==> src/rtl/pong_input_pkg.sv <==
// Shared encodings for the paddle input arbiter: ownership, UART commands
// and the mode_force selector.
package pong_input_pkg;

    typedef enum logic [1:0] {
        OWN_NONE = 2'b00,
        OWN_BTN  = 2'b01,
        OWN_UART = 2'b10
    } owner_e;

    typedef enum logic [1:0] {
        CMD_STOP    = 2'b00,
        CMD_UP      = 2'b01,
        CMD_DOWN    = 2'b10,
        CMD_RELEASE = 2'b11
    } cmd_e;

    typedef enum logic [1:0] {
        MODE_AUTO   = 2'b00,
        MODE_BTN    = 2'b01,
        MODE_UART   = 2'b10,
        MODE_FROZEN = 2'b11
    } mode_e;

    localparam logic PLAYER_P1 = 1'b0;

endpackage

==> src/rtl/input_owner_fsm.sv <==
// One player's ownership FSM with the UART hold counter and the idle timer.
// Outputs are registered from next-state values so owner and direction move together.
module input_owner_fsm
    import pong_input_pkg::*;
#(
    parameter int unsigned UART_HOLD    = 2_500_000,
    parameter int unsigned IDLE_TIMEOUT = 50_000_000
) (
    input  logic       clk,
    input  logic       rst,
    input  logic       i_btn_up,
    input  logic       i_btn_down,
    input  logic       i_uart_act,
    input  logic [1:0] i_uart_cmd,
    input  logic [1:0] i_mode_force,
    output logic       o_up,
    output logic       o_down,
    output logic [1:0] o_owner
);

    localparam int unsigned HOLD_W = $clog2(UART_HOLD + 1);
    localparam int unsigned IDLE_W = $clog2(IDLE_TIMEOUT + 1);
    localparam logic [HOLD_W-1:0] HOLD_LOAD = HOLD_W'(UART_HOLD);
    localparam logic [IDLE_W-1:0] IDLE_MAX  = IDLE_W'(IDLE_TIMEOUT);

    owner_e             r_state, w_state_nx;
    logic [HOLD_W-1:0]  r_hold, w_hold_nx, w_hold_dec;
    logic [IDLE_W-1:0]  r_idle, w_idle_nx, w_idle_inc;
    logic               r_dir_down, w_dir_nx;
    logic               r_was_forced, w_forced_nx;
    logic               r_up, r_down, w_up_nx, w_down_nx;
    logic               w_btn_act, w_idle_expired, w_cmd_apply;
    mode_e              w_mode;
    cmd_e               w_cmd;

    assign w_mode         = mode_e'(i_mode_force);
    assign w_cmd          = cmd_e'(i_uart_cmd);
    assign w_btn_act      = i_btn_up | i_btn_down;
    assign w_hold_dec     = (r_hold != '0) ? r_hold - HOLD_W'(1) : '0;
    assign w_idle_inc     = (r_idle == IDLE_MAX) ? r_idle : r_idle + IDLE_W'(1);
    assign w_idle_expired = (w_idle_inc == IDLE_MAX);

    always_ff @(posedge clk) begin
        if (rst) begin
            r_state      <= OWN_NONE;
            r_hold       <= '0;
            r_idle       <= '0;
            r_dir_down   <= 1'b0;
            r_was_forced <= 1'b0;
            r_up         <= 1'b0;
            r_down       <= 1'b0;
        end else begin
            r_state      <= w_state_nx;
            r_hold       <= w_hold_nx;
            r_idle       <= w_idle_nx;
            r_dir_down   <= w_dir_nx;
            r_was_forced <= w_forced_nx;
            r_up         <= w_up_nx;
            r_down       <= w_down_nx;
        end
    end

    always_comb begin
        w_state_nx  = r_state;
        w_hold_nx   = r_hold;
        w_idle_nx   = r_idle;
        w_dir_nx    = r_dir_down;
        w_forced_nx = r_was_forced;
        w_cmd_apply = 1'b0;
        w_up_nx     = 1'b0;
        w_down_nx   = 1'b0;

        case (w_mode)
            MODE_FROZEN: begin
            end
            MODE_BTN: begin
                w_forced_nx = 1'b1;
                w_state_nx  = OWN_BTN;
                w_hold_nx   = '0;
                w_idle_nx   = '0;
            end
            MODE_UART: begin
                w_forced_nx = 1'b1;
                w_state_nx  = OWN_UART;
                w_idle_nx   = '0;
                w_hold_nx   = w_hold_dec;
                w_cmd_apply = i_uart_act;
            end
            default: begin
                w_forced_nx = 1'b0;
                // Dropping out of a forced mode always restarts arbitration from scratch.
                if (r_was_forced) begin
                    w_state_nx = OWN_NONE;
                    w_hold_nx  = '0;
                    w_idle_nx  = '0;
                end else begin
                    case (r_state)
                        OWN_BTN: begin
                            if (w_btn_act) begin
                                w_idle_nx = '0;
                            end else if (w_idle_expired) begin
                                w_state_nx = OWN_NONE;
                                w_idle_nx  = '0;
                            end else begin
                                w_idle_nx = w_idle_inc;
                            end
                        end
                        OWN_UART: begin
                            if (i_uart_act && (w_cmd == CMD_RELEASE)) begin
                                w_state_nx = OWN_NONE;
                                w_hold_nx  = '0;
                                w_idle_nx  = '0;
                            end else if (i_uart_act) begin
                                w_idle_nx   = '0;
                                w_hold_nx   = w_hold_dec;
                                w_cmd_apply = 1'b1;
                            end else if (w_idle_expired) begin
                                w_state_nx = OWN_NONE;
                                w_hold_nx  = '0;
                                w_idle_nx  = '0;
                            end else begin
                                w_idle_nx = w_idle_inc;
                                w_hold_nx = w_hold_dec;
                            end
                        end
                        default: begin
                            w_hold_nx = '0;
                            w_idle_nx = '0;
                            if (w_btn_act) begin
                                w_state_nx = OWN_BTN;
                            end else if (i_uart_act && (w_cmd != CMD_RELEASE)) begin
                                w_state_nx  = OWN_UART;
                                w_cmd_apply = 1'b1;
                            end
                        end
                    endcase
                end
            end
        endcase

        if (w_cmd_apply) begin
            case (w_cmd)
                CMD_UP: begin
                    w_dir_nx  = 1'b0;
                    w_hold_nx = HOLD_LOAD;
                end
                CMD_DOWN: begin
                    w_dir_nx  = 1'b1;
                    w_hold_nx = HOLD_LOAD;
                end
                default: w_hold_nx = '0;
            endcase
        end

        if (w_mode != MODE_FROZEN) begin
            case (w_state_nx)
                OWN_BTN: begin
                    w_up_nx   = i_btn_up & ~i_btn_down;
                    w_down_nx = i_btn_down & ~i_btn_up;
                end
                OWN_UART: begin
                    w_up_nx   = (w_hold_nx != '0) && !w_dir_nx;
                    w_down_nx = (w_hold_nx != '0) && w_dir_nx;
                end
                default: begin
                end
            endcase
        end
    end

    assign o_up    = r_up;
    assign o_down  = r_down;
    assign o_owner = r_state;

endmodule

==> src/rtl/input_arbiter.sv <==
// Arbitrates paddle control between push-buttons and UART commands for both
// players; decodes the UART player field and instantiates one FSM per player.
module input_arbiter
    import pong_input_pkg::*;
#(
    parameter int unsigned UART_HOLD    = 2_500_000,
    parameter int unsigned IDLE_TIMEOUT = 50_000_000
) (
    input  logic       clk,
    input  logic       rst,
    input  logic [1:0] btn_up,
    input  logic [1:0] btn_down,
    input  logic       uart_valid,
    input  logic [2:0] uart_cmd,
    input  logic [1:0] mode_force,
    output logic       p1_up,
    output logic       p1_down,
    output logic       p2_up,
    output logic       p2_down,
    output logic [1:0] owner_p1,
    output logic [1:0] owner_p2
);

    if (IDLE_TIMEOUT < UART_HOLD) begin : g_param_check
        $error("input_arbiter: IDLE_TIMEOUT must be >= UART_HOLD");
    end

    logic w_p1_uart, w_p2_uart;

    assign w_p1_uart = uart_valid && (uart_cmd[2] == PLAYER_P1);
    assign w_p2_uart = uart_valid && (uart_cmd[2] != PLAYER_P1);

    input_owner_fsm #(
        .UART_HOLD    (UART_HOLD),
        .IDLE_TIMEOUT (IDLE_TIMEOUT)
    ) u_p1 (
        .clk          (clk),
        .rst          (rst),
        .i_btn_up     (btn_up[0]),
        .i_btn_down   (btn_down[0]),
        .i_uart_act   (w_p1_uart),
        .i_uart_cmd   (uart_cmd[1:0]),
        .i_mode_force (mode_force),
        .o_up         (p1_up),
        .o_down       (p1_down),
        .o_owner      (owner_p1)
    );

    input_owner_fsm #(
        .UART_HOLD    (UART_HOLD),
        .IDLE_TIMEOUT (IDLE_TIMEOUT)
    ) u_p2 (
        .clk          (clk),
        .rst          (rst),
        .i_btn_up     (btn_up[1]),
        .i_btn_down   (btn_down[1]),
        .i_uart_act   (w_p2_uart),
        .i_uart_cmd   (uart_cmd[1:0]),
        .i_mode_force (mode_force),
        .o_up         (p2_up),
        .o_down       (p2_down),
        .o_owner      (owner_p2)
    );

endmodule
==> config.mk <==
export PLATFORM = sky130hd
export DESIGN_NAME = input_arbiter
export DESIGN_NICKNAME = d
export VERILOG_FILES = /design/src/rtl/pong_input_pkg.sv /design/src/rtl/input_owner_fsm.sv /design/src/rtl/input_arbiter.sv
export SDC_FILE = /design/constraint.sdc
export NUM_CORES = 1
export LEC_CHECK = 0
export CAP_MARGIN = 20
export CORE_ASPECT_RATIO = 1.4
export CORE_MARGIN = 2
export CORE_UTILIZATION = 58
export DETAILED_ROUTE_END_ITERATION = 8
export PLACE_DENSITY_LB_ADDON = 0.3
export RECOVER_POWER = 25
export SLEW_MARGIN = 30
export SYNTH_ARGS = -nofsm -noshare
export SYNTH_HDL_FRONTEND = slang
export SYNTH_HIERARCHICAL = 1
export SYNTH_SLANG_ARGS = --single-unit
==> constraint.sdc <==
create_clock -name clk -period 3.8 [get_ports clk]
set_input_delay 0.76 -clock clk [delete_from_list [all_inputs] [get_ports clk]]
set_output_delay 0.76 -clock clk [all_outputs]
set_load 0.1 [all_outputs]
; Word level (Yosys, flattened, before mapping)
; Cells that the tools add are included.
; W data, S select, Z words.
[word_totals]
register_bits = 107
inputBits = 12
out_inout_bits = 8
elab_cells = 143
[op_classes]
add_sub_neg = 4
n_eq_ne = 20
muxes = 74
bitwise_logic = 12
n_reduce_logical = 20
[ops]
columns = operator, n
row1 = $mux W26, 12
row2 = $mux W22, 13
row3 = $pmux W26 S2, 4
row4 = $pmux W22 S3, 2
row5 = $eq A26 B26 Y1 const B, 4
row6 = $pmux W22 S2, 2
row7 = $reduce_bool A22 Y1, 4
row8 = $add A26 B1 Y26 const B, 2
row9 = $sub A22 B1 Y22 const B, 2
row10 = $mux W2, 14
row11 = $pmux W1 S2, 11
row12 = $eq A2 B2 Y1 const B, 8
row13 = $eq A2 B1 Y1 const B, 6
row14 = $mux W1, 12
row15 = $pmux W2 S3, 2
row16 = $logic_and A1 B1 Y1, 10
row17 = $pmux W2 S2, 2
row18 = $reduce_or A2 Y1, 4
row19 = $not A1 Y1, 6
row20 = $and A1 B1 Y1, 4
row21 = $ne A2 B2 Y1 const B, 2
row22 = $logic_not A1 Y1, 2
row23 = $or A1 B1 Y1, 2

; Longest topological paths before layout
; Gate-level depths: netlist (run 1).
[logic_depth]
word_depth = 13
depth_mapped = 19
mapped_depth_nobuf = 18

; Hierarchy
; Netlist (run 1), hierarchy kept.
[modules_own_cells]
columns = mod, instances, cells_per_inst, area_per_inst_um2, seq_area_each_um2
row1 = input_owner_fsm at u_p2, 1, 645, 4550.6, 1081.0
row2 = input_owner_fsm at u_p1, 1, 646, 4515.6, 1081.0
row3 = input_arbiter, 1, 2, 16.3, 0.0

; Worst setup path before layout (run 1)
; Ideal clock, no wire load.
[synth_path]
path_type = register to register
startpoint = register u_p1.r_idle[1]
endpoint = register u_p1.r_down, in the netlist u_p1/o_down
setup_time_ps = 60
arrival_ps = 3577
required_ps = 3740
setup_slack_ps = 163
stages_incl_launch_ff = 19
path_buffers = 1
period_less_slack_ps = 3637
cell_sequence = dfxtp_1 > ha_1 > buf_2 > nand4_2 > nor3_2 > xnor2_1 > a2111oi_0 > nand3_1 > or2_1 > o21ai_0 > o21ai_0 > a21o_1 > nand2_1 > nand3_1 > ha_1 > nor3_1 > nand2_1 > nor3b_1 > a41o_1
[synth_between]
word_cells_on_any_way = 23
cone_classes = add/sub: 1 / eq/ne: 4 / mux: 16 / reduce/logical: 2
[synth_lines]
columns = item, line
row1 = from (decl), input_owner_fsm.sv:28  ; logic [IDLE_W-1:0] r_idle, w_idle_nx, w_idle_inc;
row2 = from (signal assigned), input_owner_fsm.sv:55  ; r_idle <= w_idle_nx;
row3 = $add A26 B1 Y26 / $eq A26 B26 Y1 (equally long branches), input_owner_fsm.sv:40  ; assign w_idle_inc = (r_idle == IDLE_MAX) ? r_idle : r_idle + IDLE_W'(1);
row4 = $mux W26 (*), input_owner_fsm.sv:40
row5 = $eq A26 B26 Y1 (*), input_owner_fsm.sv:41  ; assign w_idle_expired = (w_idle_inc == IDLE_MAX);
row6 = $mux W2 (*), "input_owner_fsm.sv:101, input_owner_fsm.sv:117"
row7 = $mux W2, input_owner_fsm.sv:113  ; end else if (i_uart_act) begin
row8 = $mux W2, input_owner_fsm.sv:109  ; if (i_uart_act && (w_cmd == CMD_RELEASE)) begin
row9 = $pmux W2 S2 (*), input_owner_fsm.sv:97  ; case (r_state)
row10 = $mux W2 (*), input_owner_fsm.sv:92  ; if (r_was_forced) begin
row11 = $pmux W2 S3 (*), input_owner_fsm.sv:73  ; case (w_mode)
row12 = net u_p1.w_state_nx[1], input_owner_fsm.sv:26  ; owner_e r_state, w_state_nx;
row13 = $eq A2 B2 Y1 / $eq A2 B1 Y1 (equally long branches), input_owner_fsm.sv:156  ; case (w_state_nx)
row14 = $pmux W1 S2 (*), input_owner_fsm.sv:156
row15 = to (signal assigned), input_owner_fsm.sv:59  ; r_down <= w_down_nx;
row16 = to (decl), input_owner_fsm.sv:31  ; logic r_up, r_down, w_up_nx, w_down_nx;
; Mark *: on every way through the listed nets, which the timed path passes. The rest lies on a longest branch.
; A chain may end at the register's enable or synchronous reset.

; Worst setup path in the final report (run 1)
[layout_path]
startpoint = register u_p1.r_idle[1]
endpoint = register u_p1.r_up, in the netlist u_p1/o_up
[layout_between]
word_cells_on_any_way = 23
cone_classes = add/sub: 1 / eq/ne: 4 / mux: 16 / reduce/logical: 2
[layout_lines]
columns = item, line
row1 = $add A26 B1 Y26 / $eq A26 B26 Y1 (equally long branches), input_owner_fsm.sv:40
row2 = $mux W26 (*), input_owner_fsm.sv:40
row3 = $eq A26 B26 Y1 (*), input_owner_fsm.sv:41
row4 = $mux W2 (*), "input_owner_fsm.sv:101, input_owner_fsm.sv:117"
row5 = $mux W2, input_owner_fsm.sv:113
row6 = $mux W2, input_owner_fsm.sv:109
row7 = $pmux W2 S2 (*), input_owner_fsm.sv:97
row8 = $mux W2 (*), input_owner_fsm.sv:92
row9 = $pmux W2 S3 (*), input_owner_fsm.sv:73
row10 = net u_p1.w_state_nx[1], input_owner_fsm.sv:26
row11 = $eq A2 B2 Y1 / $eq A2 B1 Y1 (equally long branches), input_owner_fsm.sv:156
row12 = $pmux W1 S2 (*), input_owner_fsm.sv:156
row13 = to (signal assigned), input_owner_fsm.sv:58  ; r_up <= w_up_nx;
row14 = to (decl), input_owner_fsm.sv:31
; Marked as above.

==> results of run 1 <==
metal layers:
| metal | track usage, % | vias to the layer above |
|---|---|---|
| met5 | 0 | - |
| met4 | 18.6 | 0 |
| met3 | 4.93 | 153 |
| met2 | 62.1 | 558 |
| met1 | 43.9 | 5012 |
| li1 | - | 4958 |
through the flow:
step	hold WS [ps]	worst slack (ps)	total power, mW	util [%]	TNS, ps
floorplan	448	163	1.99	-	0
global placement	485	-66.0	2.36	66.6	-172
detailed placement	481	-172	2.37	66.6	-560
CTS	508	0.776	3.38	68.8	0
global route	534	-40.3	3.56	70.8	-82.6
finish	503	104	3.40	70.8	0
placed cells by master, fill, tap and decap left out, drive strengths merged, types with 11 or more instances in the layout:
master and n:
dfxtp 108, a21o 13, nand2 121, nor2 142, nand4 27, xnor2 15
and2 18, buf 151, nor2b 18, nor3 44, a211oi 11, a31oi 17
nor4 31, or3 32, nor3b 13, or2 12, nand3b 14, ha 28
a21oi 130, xor2 23, nand2b 17, or4 18, o31ai 12, o21ai 99
nand3 59, inv 43, a221oi 18
kinds of logic (layout without fill, tap and decap cells):
kind of cell / Yosys count / after routing / synth area share (%)
AND/OR/NAND/NOR: 598 / 598 / 35.2
AO/OA/AOI/OAI: 384 / 384 / 26.8
buffers and inverters: 128 / 228 / 5.65
flip-flops: 108 / 108 / 23.8
XOR/XNOR: 38 / 38 / 3.66
adder cells (fa/ha/maj): 28 / 28 / 3.86
multiplexers: 9 / 9 / 1.02
state kept, by name (all words and copies together), names as in the netlist, 2 cells and up:
register,count
u_p2/o_owner,2
u_p1/o_owner,2
u_p1/r_idle,26
u_p2/r_idle,26
u_p1/r_hold,22
u_p2/r_hold,22
area by class of cell:
class | instances | area (µm²) | share of cell area (%)
Clock buffer | 9 | 225 | 2.06
Clock inverter | 7 | 86.3 | 0.788
Inverter | 42 | 158 | 1.44
Multi-Input combinational cell | 1057 | 6680 | 60.9
Sequential cell | 108 | 2190 | 20.0
Tap cell | 196 | 245 | 2.24
Timing Repair Buffer | 170 | 1370 | 12.5
worst max-delay path: stages (launching register included):
cell,delay (ps)
dfxtp_4,390
nand4_4,120
or4_4,560
or3_4,400
a221oi_2,260
nand4_1,200
nor2_4,230
o21ai_1,110
a21o_1,180
nand2_1,90
nand3_1,110
ha_1,300
nor3_2,260
nand2_2,110
nor3b_2,190
a41o_1,120
power groups by stage:
stage / Clock (mW) / Sequential [mW] / Combinational, mW
final: 1.02 / 1.23 / 1.15
after detailed placement: 0 / 1.26 / 1.11
after CTS: 1.03 / 1.23 / 1.12
after global placement: 0 / 1.26 / 1.10
after global routing: 1.07 / 1.24 / 1.25
after floorplan: 0 / 1.26 / 0.729
worst min path at each step:
stage / cells past startpoint / slack [ps] / end
after floorplan: 2 / 450 / u_p1/r_idle[25]
after global placement: 2 / 480 / u_p1/r_idle[23]
after detailed placement: 2 / 480 / u_p1/r_idle[25]
after CTS: 2 / 510 / u_p1/r_idle[25]
after global routing: 2 / 530 / u_p1/r_idle[9]
final: 2 / 500 / u_p1/r_idle[9]
timing repair:
item                                    CTS  global route
endpoints found under the setup margin    2             4
resized for setup                         8            65
setup buffers                             0             6
pin swaps                                 1             8
==> implementation parameters, run 1 <==
Parameter                              Value

Worst setup path
  Data required time at the worst endpoint ... 4110 ps
  Nature of the critical path endpoint ... register
  Timing endpoint of the critical path ... u_p1/o_up
  Logic depth of the worst register-to-register path ... 15
  Critical path origin ... u_p1/r_idle[1]
  Critical path arrival ... 4010 ps
  Largest fanout on the critical path ... 5
  Worst reg2reg path endpoint ... u_p1/o_up
  Register-to-Register Setup Slack ... 100 ps
  Startpoint type of the worst setup path ... register
  Origin of the critical flop-to-flop path ... u_p1/r_idle[1]
  Kind of critical path ... register to register

Synth
  Cell type with the highest aggregate area in the netlist ... dfxtp_1
  Area fraction of the dominant cell type after synthesis ... 23.8%
  Top post-synthesis cells by area ... dfxtp_1 (24%), a21oi_1 (7.2%), nor2_1 (5.8%), nand2_1 (5.0%), o21ai_0 (4.4%)
  Nets in the synthesized netlist ... 1333
  FFs w/ async S/R, synth ... 0%
  Count of mapped cells out of synthesis ... 1293
  Number of synthesis warnings ... 6
  Unique masters post-synth ... 97
  Post-synth EDFFs ... 0
  Most instantiated cells after synthesis ... nor2_1 (140), a21oi_1 (130), nand2_1 (121)
  Cell area after synthesis ... 9080 µm²
  Avg Cell Area, Syn ... 7.02 µm²
  Primary FF master, synth ... dfxtp_1
  Total of flip-flops plus latches after synthesis ... 108
  Cell with the most instances after synthesis ... nor2_1
  Register area share after synthesis ... 23.8%

Run status
  Result of the run ... finished, final reports clean

Global routing
  Antenna violations before repair ... 0
  First-pass GRT wire length ... 49100 µm
  Via count of the first global-routing pass ... 10000
  Final global-route overflow total ... 0
  Maximum number of pins on one net before global-route repair ... 71
  GRT Resource Usage Total ... 36.5%

Die
  Floorplan Core Area ... 15500 µm²
  I/O Pins ... 20
  Number of core rows ... 54
  Die outline height ... 152 µm
  Area enclosed by the die boundary ... 16700 µm²
  Starting utilization of the core area ... 58.7%
  Die boundary width ... 110 µm

STA
  Number of setup violations in the final report ... 0
  Worst slew margin relative to its limit ... 33.5%
  Max Clock Freq ... 0.271 GHz
  Max-slew violations ... 0
  Tightest Pin Transition ... 995 ps
  Number of hold violations in the final report ... 0
  Share of the clock period used by the worst path ... 97.3%
  Clk_skew ... 16.8 ps
  Minimum clock period after layout ... 3700 ps

Drt
  Final WL ... 31100 µm
  DRC violation total after the first TritonRoute iteration ... 1071
  Routed via count ... 10700
  Length of routed met2 wiring ... 15100 µm
  Length of the first detailed-routing pass in iterations ... 5
  Post-DRT Antenna Nets ... 0
  Post-DR wirelength/cell ... 19.6 µm
  Routed length on met3 ... 2240 µm
  Drt via density ... 6.72
  Top layer in use ... met4
  Met1 wire length ... 11900 µm
  Number of DRC violations after detailed routing ... 0

Hold path
  Hold Crit Start ... u_p1/r_idle[9]
  Hold/Removal Path Class ... register to register

Clocking
  Clock slew at the register clock pins of the worst setup and hold paths ... 80 ps
  Number of CTS-inserted buffers ... 9
  Number of buffers inserted for hold repair after clock tree synthesis ... 0
  Clock latency at the later pin of the worst-skew pair ... 370 ps
  CTS root buffer ... clkbuf_16
  # H-tree levels ... 3
  Total number of clock tree sinks ... 108
  Clock tree from TritonCTS ... built
  Maximum count of clock buffers along a single path ... 2

Placed design
  PortBufs ... 19
  HPWL after DPL ... 22500 µm
  Routability-driven placement congestion ratio ... 1.00
  Standard cell area after detailed placement ... 10300 µm²
  Cell count after placement ... 1567

Flow run
  Max Cap Viol ... 0

Pwr
  Pwr/cell area ... 311 nW/µm²
  Int Pwr ... 2.14 mW
  Part of the total power dissipated in the clock network ... 29.9%
  Net switching power ... 1.26 mW
  Proportion of power drawn by combinational gates ... 33.9%
  Sequential power share ... 36.2%
  Switching power share of the total ... 37.0%
  VDD IR-drop max ... 0.000267 V
  Static leakage ... 4.27 nW

Cells and area
  Final cell count without fillers ... 1589
  Final std cell area, no fill ... 11000 µm²
  Post-synthesis to final-layout area growth ... 20.6%
  Fill count ... 1331
  Number of diodes added for antenna fixing ... 0
  Layout cell share with drive strength beyond 1 ... 18.7%
  Final #Nets ... 1428
No activity file was read; power rests on OpenSTA's default activity.
==> inputs of run 2 (changes only) <==
--- a/config.mk
+++ b/config.mk
@@ -10,7 +10,7 @@
 export CORE_MARGIN = 2
 export CORE_UTILIZATION = 58
 export DETAILED_ROUTE_END_ITERATION = 8
-export PLACE_DENSITY_LB_ADDON = 0.3
+export PLACE_DENSITY = 0.78
 export RECOVER_POWER = 25
 export SLEW_MARGIN = 30
 export SYNTH_ARGS = -nofsm -noshare
==> run 2 against run 1 <==
Compared with the run above: the run now ends with design-rule violations left; critical path type unchanged; largest cell class unchanged; register-to-register slack got worse by 60 ps; combinational power hardly changed; design area fell by 0.23%; hold slack better by 2.5 ps; worst setup slack got worse by 60 ps; maximum frequency down 1.6%; clock skew fell by 7.1 ps; largest power group unchanged; die area unchanged; final cell count increased by 0.57%; critical path depth is 3 lower.
==> implementation parameters, run 2 (same netlist as run 1, synthesis figures left out) <==
Parameter                              Value

Run status
  Result of the run ... complete, but fails checks
  Failing checks ... design-rule violations

Placed design
  Cell count after placement ... 1574 (+0.45%)
  Standard cell area after detailed placement ... 10300 µm² (+0.15%)
  PortBufs ... 19 (unchanged)
  HPWL after DPL ... 22100 µm (-1.5%)
  Worst setup timing slack at the placement stage ... -127 ps (+44.4 ps)
  Routability-driven placement congestion ratio ... 1.02 (+1.6%)

Worst setup path
  Critical path arrival ... 4010 ps (about the same)
  Cell at the slowest stage of the critical path ... or4_4
  Largest fanout on the critical path ... 8 (+3)
  Kind of critical path ... register to register
  Number of buffers and inverters on the critical path ... 1 (+1)
  Startpoint type of the worst setup path ... register
  Data required time at the worst endpoint ... 4060 ps (-50 ps)
  Cell family contributing the most delay on the critical path ... simple AND/OR/NAND/NOR gates
  Critical path, cell by cell ... nand3_2 > or4_4 > or3_4 > a22oi_1 > nand4_1 > or3_1 > a22o_1 > inv_1 > nand4_1 > nor4_2 > nand3_1 > a41o_1
  Nature of the critical path endpoint ... register
  CP most frequent cell ... nand4_1
  Register-to-Register Setup Slack ... 40 ps (-60 ps)
  Critical Path Max Stage Delay ... 590 ps (+30 ps)

Clocking
  Number of buffers inserted for hold repair after clock tree synthesis ... 0 (unchanged)
  CTS root buffer ... clkbuf_16
  Number of CTS-inserted buffers ... 9 (unchanged)
  Total number of clock tree sinks ... 108 (unchanged)
  Maximum count of clock buffers along a single path ... 2 (unchanged)
  Clock latency at the later pin of the worst-skew pair ... 370 ps (about the same)
  Clock slew at the register clock pins of the worst setup and hold paths ... 80 ps (about the same)
  Clock tree from TritonCTS ... built
  # H-tree levels ... 3 (unchanged)

Drt
  Number of DRC violations after detailed routing ... 1 (+1)
  Routed via count ... 10700 (+0.11%)
  DRC violation total after the first TritonRoute iteration ... 969 (-9.5%)
  Drt via density ... 6.69 (-0.45%)
  Final WL ... 31000 µm (-0.30%)
  Post-DR wirelength/cell ... 19.4 µm (-0.86%)
  Length of the first detailed-routing pass in iterations ... 7 (+2)
  Post-DRT Antenna Nets ... 0 (unchanged)

Global routing
  Fraction of met1 tracks used by global routing ... 44.0% (about the same)
  GRT Resource Usage Total ... 36.2% (-0.31 points)
  First-pass GRT wire length ... 48600 µm (-0.97%)
  Met3 Track Usage GR ... 5.11% (+0.17 points)
  Fraction of met2 tracks used by global routing ... 60.5% (-1.6 points)
  Busiest layer in global routing ... met2
  Maximum number of pins on one net before global-route repair ... 68 (-4.2%)
  Antenna violations before repair ... 0 (unchanged)
  Via count of the first global-routing pass ... 9933 (-0.68%)
  Final global-route overflow total ... 0 (unchanged)

STA
  Share of the clock period used by the worst path ... 98.9% (+1.6 points)
  Number of hold violations in the final report ... 0 (unchanged)
  Tightest Pin Transition ... 988 ps (-6.34 ps)
  Clk_skew ... 9.70 ps (-7.06 ps)
  Minimum clock period after layout ... 3760 ps (+60.3 ps)
  Crit path setup slack, layout ... 43.5 ps (-60.3 ps)
  Max-slew violations ... 0 (unchanged)
  Worst slew margin relative to its limit ... 33.9% (+0.42 points)
  Sum of negative setup slack ... 0 ps (unchanged)
  Unrepaired setup endpoints after global routing ... true
  Max Clock Freq ... 0.266 GHz (-1.6%)
  Number of setup violations in the final report ... 0 (unchanged)

Cells and area
  Highest-count cells in the layout ignoring fill and taps ... buf_4 (160), nor2_1 (139), a21oi_1 (128), nand2_1 (119), dfxtp_1 (94)
  Fill count ... 1314 (-1.3%)
  Number of diodes added for antenna fixing ... 0 (unchanged)
  Most frequent standard cell in the layout excluding fill and tap cells ... buf_4
  Final #Nets ... 1437 (+0.63%)
  Post-synthesis to final-layout area growth ... 20.3%
  Largest registers ... u_p1/r_idle (26), u_p2/r_idle (26)
  Final std cell area, no fill ... 10900 µm² (-0.23%)
  Area used by multi-input combinational logic ... 6650 µm² (-0.41%)
  Layout cell share with drive strength beyond 1 ... 19.0% (+0.31 points)
  Register Area ... 2190 µm² (about the same)
  Final cell count without fillers ... 1598 (+0.57%)

Pwr
  VDD IR-drop max ... 0.000202 V (-24%)
  Static leakage ... 4.26 nW (-0.26%)
  Power, Total ... 3.36 mW (-1.3%)
  Pwr/cell area ... 307 nW/µm² (-1.1%)

Die
  Floorplan Core Area ... 15500 µm² (unchanged)
  Die outline height ... 152 µm (unchanged)
  Die boundary width ... 110 µm (unchanged)
  Starting utilization of the core area ... 58.7% (unchanged)
  Area enclosed by the die boundary ... 16700 µm² (unchanged)
  I/O Pins ... 20 (unchanged)
  Number of core rows ... 54 (unchanged)

Flow run
  Max Cap Viol ... 0 (unchanged)

Hold path
  Hold/Removal Path Class ... register to register
## run 2: cell types whose count changed in the layout (fill, tap and decap cells not counted), sizes merged
cell | before | now
buf | 151 | 161
bufinv | 1 | 0
clkinv | 3 | 4
clkinvlp | 2 | 1
## run 2: final timing paths
check,from,to,cells past startpoint
worst max register to register,u_p1/r_idle[5],u_p1/o_up,12
worst min register to register,u_p1/r_idle[23],u_p1/r_idle[23],2
worst max-delay path,u_p1/r_idle[5],u_p1/o_up,12
worst min-delay path,u_p1/r_idle[23],u_p1/r_idle[23],2
## run 2: per-stage QoR
stage	hold slack [ps]	utilization, %
2_1_floorplan	448	-
3_3_place_gp	483	66.7
3_5_place_dp	496	66.7
4_1_cts	508	69.0
5_1_grt	528	70.6
6_report	505	70.6
## run 2: final cells by class
class                   instances  share of cell area (%)
clock inverters                 6                   0.424
well taps                     196                    2.24
multi-input cells            1057                    60.8
inverters                      42                    1.44
repair buffers                179                    12.8
flip-flops and latches        108                    20.1
clock buffers                  10                    2.19
## run 2: repair_timing
action                     4_1_cts  5_1_grt
pin swaps                        3       15
setup endpoints to repair        3        4
setup buffers                    4        4
gates resized for setup         10       58
## run 2: worst register-to-register path: cells and delay by family, from the launching register on
| family | cells | cell delay (ps) |
|---|---|---|
| flops | 1 | 390 |
| compound gates | 3 | 770 |
| simple gates | 8 | 2440 |
| buf+inv | 1 | 60 |
## run 2: power by group
| part | total, mW | switching, mW | leakage, nW | internal (mW) |
|---|---|---|---|---|
| registers | 1.23 | 0.0652 | 0.884 | 1.17 |
| logic | 1.18 | 0.718 | 3.23 | 0.464 |
| clock network | 0.946 | 0.476 | 0.141 | 0.470 |
| total | 3.36 | 1.26 | 4.26 | 2.10 |
## run 2: layer usage
metal | vias to the layer above | routed length [µm]
met4 | 0 | 1770
met3 | 143 | 2450
met1 | 4941 | 11800
met5 | - | 0
met2 | 631 | 15000
li1 | 4978 | -
==> inputs of run 3 (changes only) <==
--- a/config.mk
+++ b/config.mk
@@ -8,8 +8,9 @@
 export CAP_MARGIN = 20
 export CORE_ASPECT_RATIO = 1.4
 export CORE_MARGIN = 2
-export CORE_UTILIZATION = 58
+export CORE_UTILIZATION = 59
 export DETAILED_ROUTE_END_ITERATION = 8
+export DONT_BUFFER_PORTS = 1
 export PLACE_DENSITY = 0.78
 export RECOVER_POWER = 25
 export SLEW_MARGIN = 30
==> run 3 against run 2 <==
Compared with the run above: the flow now finishes without violations; sequential cell count unchanged; sequential power about the same; utilization increased by 0.26 points; clock-buffer cell count increased by 1; design area decreased by 2.3%; worst setup slack got worse by 9.0 ps.
==> implementation parameters, run 3 (same netlist as run 1, synthesis figures left out) <==
Parameter                              Value

Clocking
  Maximum count of clock buffers along a single path ... 2 (unchanged)
  # H-tree levels ... 3 (unchanged)
  Clock tree from TritonCTS ... built
  Total number of clock tree sinks ... 108 (unchanged)
  Number of buffers inserted for hold repair after clock tree synthesis ... 0 (unchanged)
  Clock latency at the later pin of the worst-skew pair ... 370 ps (about the same)
  Number of CTS-inserted buffers ... 9 (unchanged)
  Clock slew at the register clock pins of the worst setup and hold paths ... 80 ps (about the same)
  CTS root buffer ... clkbuf_16

STA
  Minimum clock period after layout ... 3770 ps (+9.00 ps)
  Unrepaired setup endpoints after global routing ... true
  Max-slew violations ... 0 (unchanged)
  Crit path setup slack, layout ... 34.5 ps (-9.00 ps)
  Clk_skew ... 8.86 ps (-0.840 ps)
  Tightest Pin Transition ... 926 ps (-62.7 ps)
  Share of the clock period used by the worst path ... 99.1% (+0.24 points)
  Tightest hold margin ... 454 ps (-51.1 ps)
  Max Clock Freq ... 0.266 GHz (-0.24%)
  Number of hold violations in the final report ... 0 (unchanged)
  Number of setup violations in the final report ... 0 (unchanged)
  Worst slew margin relative to its limit ... 38.2% (+4.3 points)

Die
  Die outline height ... 151 µm (-0.83%)
  Floorplan Core Area ... 15100 µm² (-2.7%)
  Starting utilization of the core area ... 60.3% (+1.6 points)
  I/O Pins ... 20 (unchanged)
  Area enclosed by the die boundary ... 16400 µm² (-1.6%)
  Die boundary width ... 109 µm (-0.82%)
  Number of core rows ... 53 (-1.9%)

Worst setup path
  Kind of critical path ... register to register
  Cell at the slowest stage of the critical path ... nor4_1
  Data required time at the worst endpoint ... 4050 ps (about the same)
  Nature of the critical path endpoint ... register
  Startpoint type of the worst setup path ... register
  Largest fanout on the critical path ... 7 (-1)
  Critical Path Max Stage Delay ... 670 ps (+80 ps)
  Critical path arrival ... 4010 ps (about the same)
  Critical path, cell by cell ... nor4_1 > and4bb_2 > a21boi_1 > a221oi_1 > o31ai_1 > nor4b_1 > o311ai_1 > nor4_2 > buf_4 > nand4_1 > nor4_2 > buf_4 > o31ai_1

Drt
  Number of DRC violations after detailed routing ... 0 (-1)
  Routed via count ... 10500 (-2.1%)
  Post-DR wirelength/cell ... 19.3 µm (-0.48%)
  Final WL ... 30200 µm (-2.6%)
  Length of the first detailed-routing pass in iterations ... 5 (-2)
  Post-DRT Antenna Nets ... 0 (unchanged)
  Drt via density ... 6.69 (about the same)
  DRC violation total after the first TritonRoute iteration ... 1023 (+5.6%)

Cells and area
  Final #Nets ... 1407 (-2.1%)
  Most frequent standard cell in the layout excluding fill and tap cells ... buf_4
  Final cell count without fillers ... 1564 (-2.1%)
  Largest registers ... u_p1/r_idle (26), u_p2/r_idle (26)
  Highest-count cells in the layout ignoring fill and taps ... buf_4 (146), nor2_1 (137), a21oi_1 (130), nand2_1 (120), dfxtp_1 (94)
  Post-synthesis to final-layout area growth ... 17.5%
  Final std cell area, no fill ... 10700 µm² (-2.3%)
  Number of diodes added for antenna fixing ... 0 (unchanged)
  Fill count ... 1238 (-5.8%)
  Layout cell share with drive strength beyond 1 ... 18.2% (-0.75 points)

Placed design
  Worst setup timing slack at the placement stage ... -83.1 ps (+44.4 ps)
  Routability-driven placement congestion ratio ... 1.05 (+3.2%)
  Standard cell area after detailed placement ... 10000 µm² (-2.8%)
  PortBufs ... 0 (-19)
  Cell count after placement ... 1537 (-2.4%)
  HPWL after DPL ... 21400 µm (-3.5%)

Pwr
  Static leakage ... 4.13 nW (-3.0%)
  Pwr/cell area ... 316 nW/µm² (+2.9%)
  Power, Total ... 3.38 mW (+0.48%)
  VDD IR-drop max ... 0.000232 V (+15%)

Global routing
  Final global-route overflow total ... 0 (unchanged)
  First-pass GRT wire length ... 48400 µm (-0.44%)
  Maximum number of pins on one net before global-route repair ... 95 (+40%)
  Via count of the first global-routing pass ... 9755 (-1.8%)
  Antenna violations before repair ... 0 (unchanged)
  GRT Resource Usage Total ... 36.6% (+0.45 points)

Flow run
  Max Cap Viol ... 0 (unchanged)

Run status
  Result of the run ... finished, final reports clean

Hold path
  Hold/Removal Path Class ... input pin to register
-- run 3: changes by cell type in the layout (fill, tap and decap cells not counted), sizes merged --
cell / previous run / this run
clkbuf: 10 / 11
buf: 161 / 149
dlygate4sd3: 8 / 0
clkdlybuf4s50: 10 / 0
bufinv: 0 / 1
clkinv: 4 / 2
-- run 3: final cells by class --
class	instances	area, µm²	area share, %
multi-input combinational	1057	6610	61.9
sequential	108	2190	20.5
timing repair buffer	149	1160	10.8
clock buffer	11	253	2.37
tap	192	240	2.25
inverter	42	158	1.48
clock inverter	5	66.3	0.621
-- run 3: repair_timing --
item | 4_1_cts | 5_1_grt
pin swaps | 1 | 26
buffers inserted | 1 | 10
cloned | 0 | 0
endpoints found under the setup margin | 2 | 4
gates resized for setup | 10 | 46
-- run 3: metal layers --
layer	vias up	share of wire (%)	wire, µm	track usage [%]
met5	-	0	0	0
li1	4909	-	-	-
met3	115	7.9	2370	5.81
met1	4884	39	11800	45.1
met2	561	49	14700	61.6
met4	0	4.3	1300	17.8
-- run 3: final timing paths --
check | slack (ps) | start | cells after the start | to
worst max register to register | 30 | u_p2/r_hold[19] | 13 | u_p2/o_down
worst max-delay path | 30 | u_p2/r_hold[19] | 13 | u_p2/o_down
worst min-delay path | 450 | rst | 1 | u_p2/o_owner[1]
worst min register to register | 480 | u_p1/r_idle[9] | 2 | u_p1/r_idle[9]
-- run 3: critical path: cells and delay by family, from the launching register on --
| family | cells | cell delay (ps) |
|---|---|---|
| AO/OA/AOI/OAI | 5 | 920 |
| flip-flops | 1 | 390 |
| AND/OR/NAND/NOR | 6 | 2020 |
| buffers and inverters | 2 | 330 |
-- run 3: power breakdown --
group / total, mW / internal (mW) / switching, mW / leakage, nW
combinational: 1.11 / 0.434 / 0.672 / 3.09
clock: 1.04 / 0.557 / 0.485 / 0.154
sequential: 1.23 / 1.17 / 0.0617 / 0.884
-- run 3: stage by stage --
step	util, %	TNS, ps
after floorplan	-	0
after global placement	66.6	0
after detailed placement	66.6	-186
after CTS	69.1	0
after global routing	70.9	-330
final	70.9	0
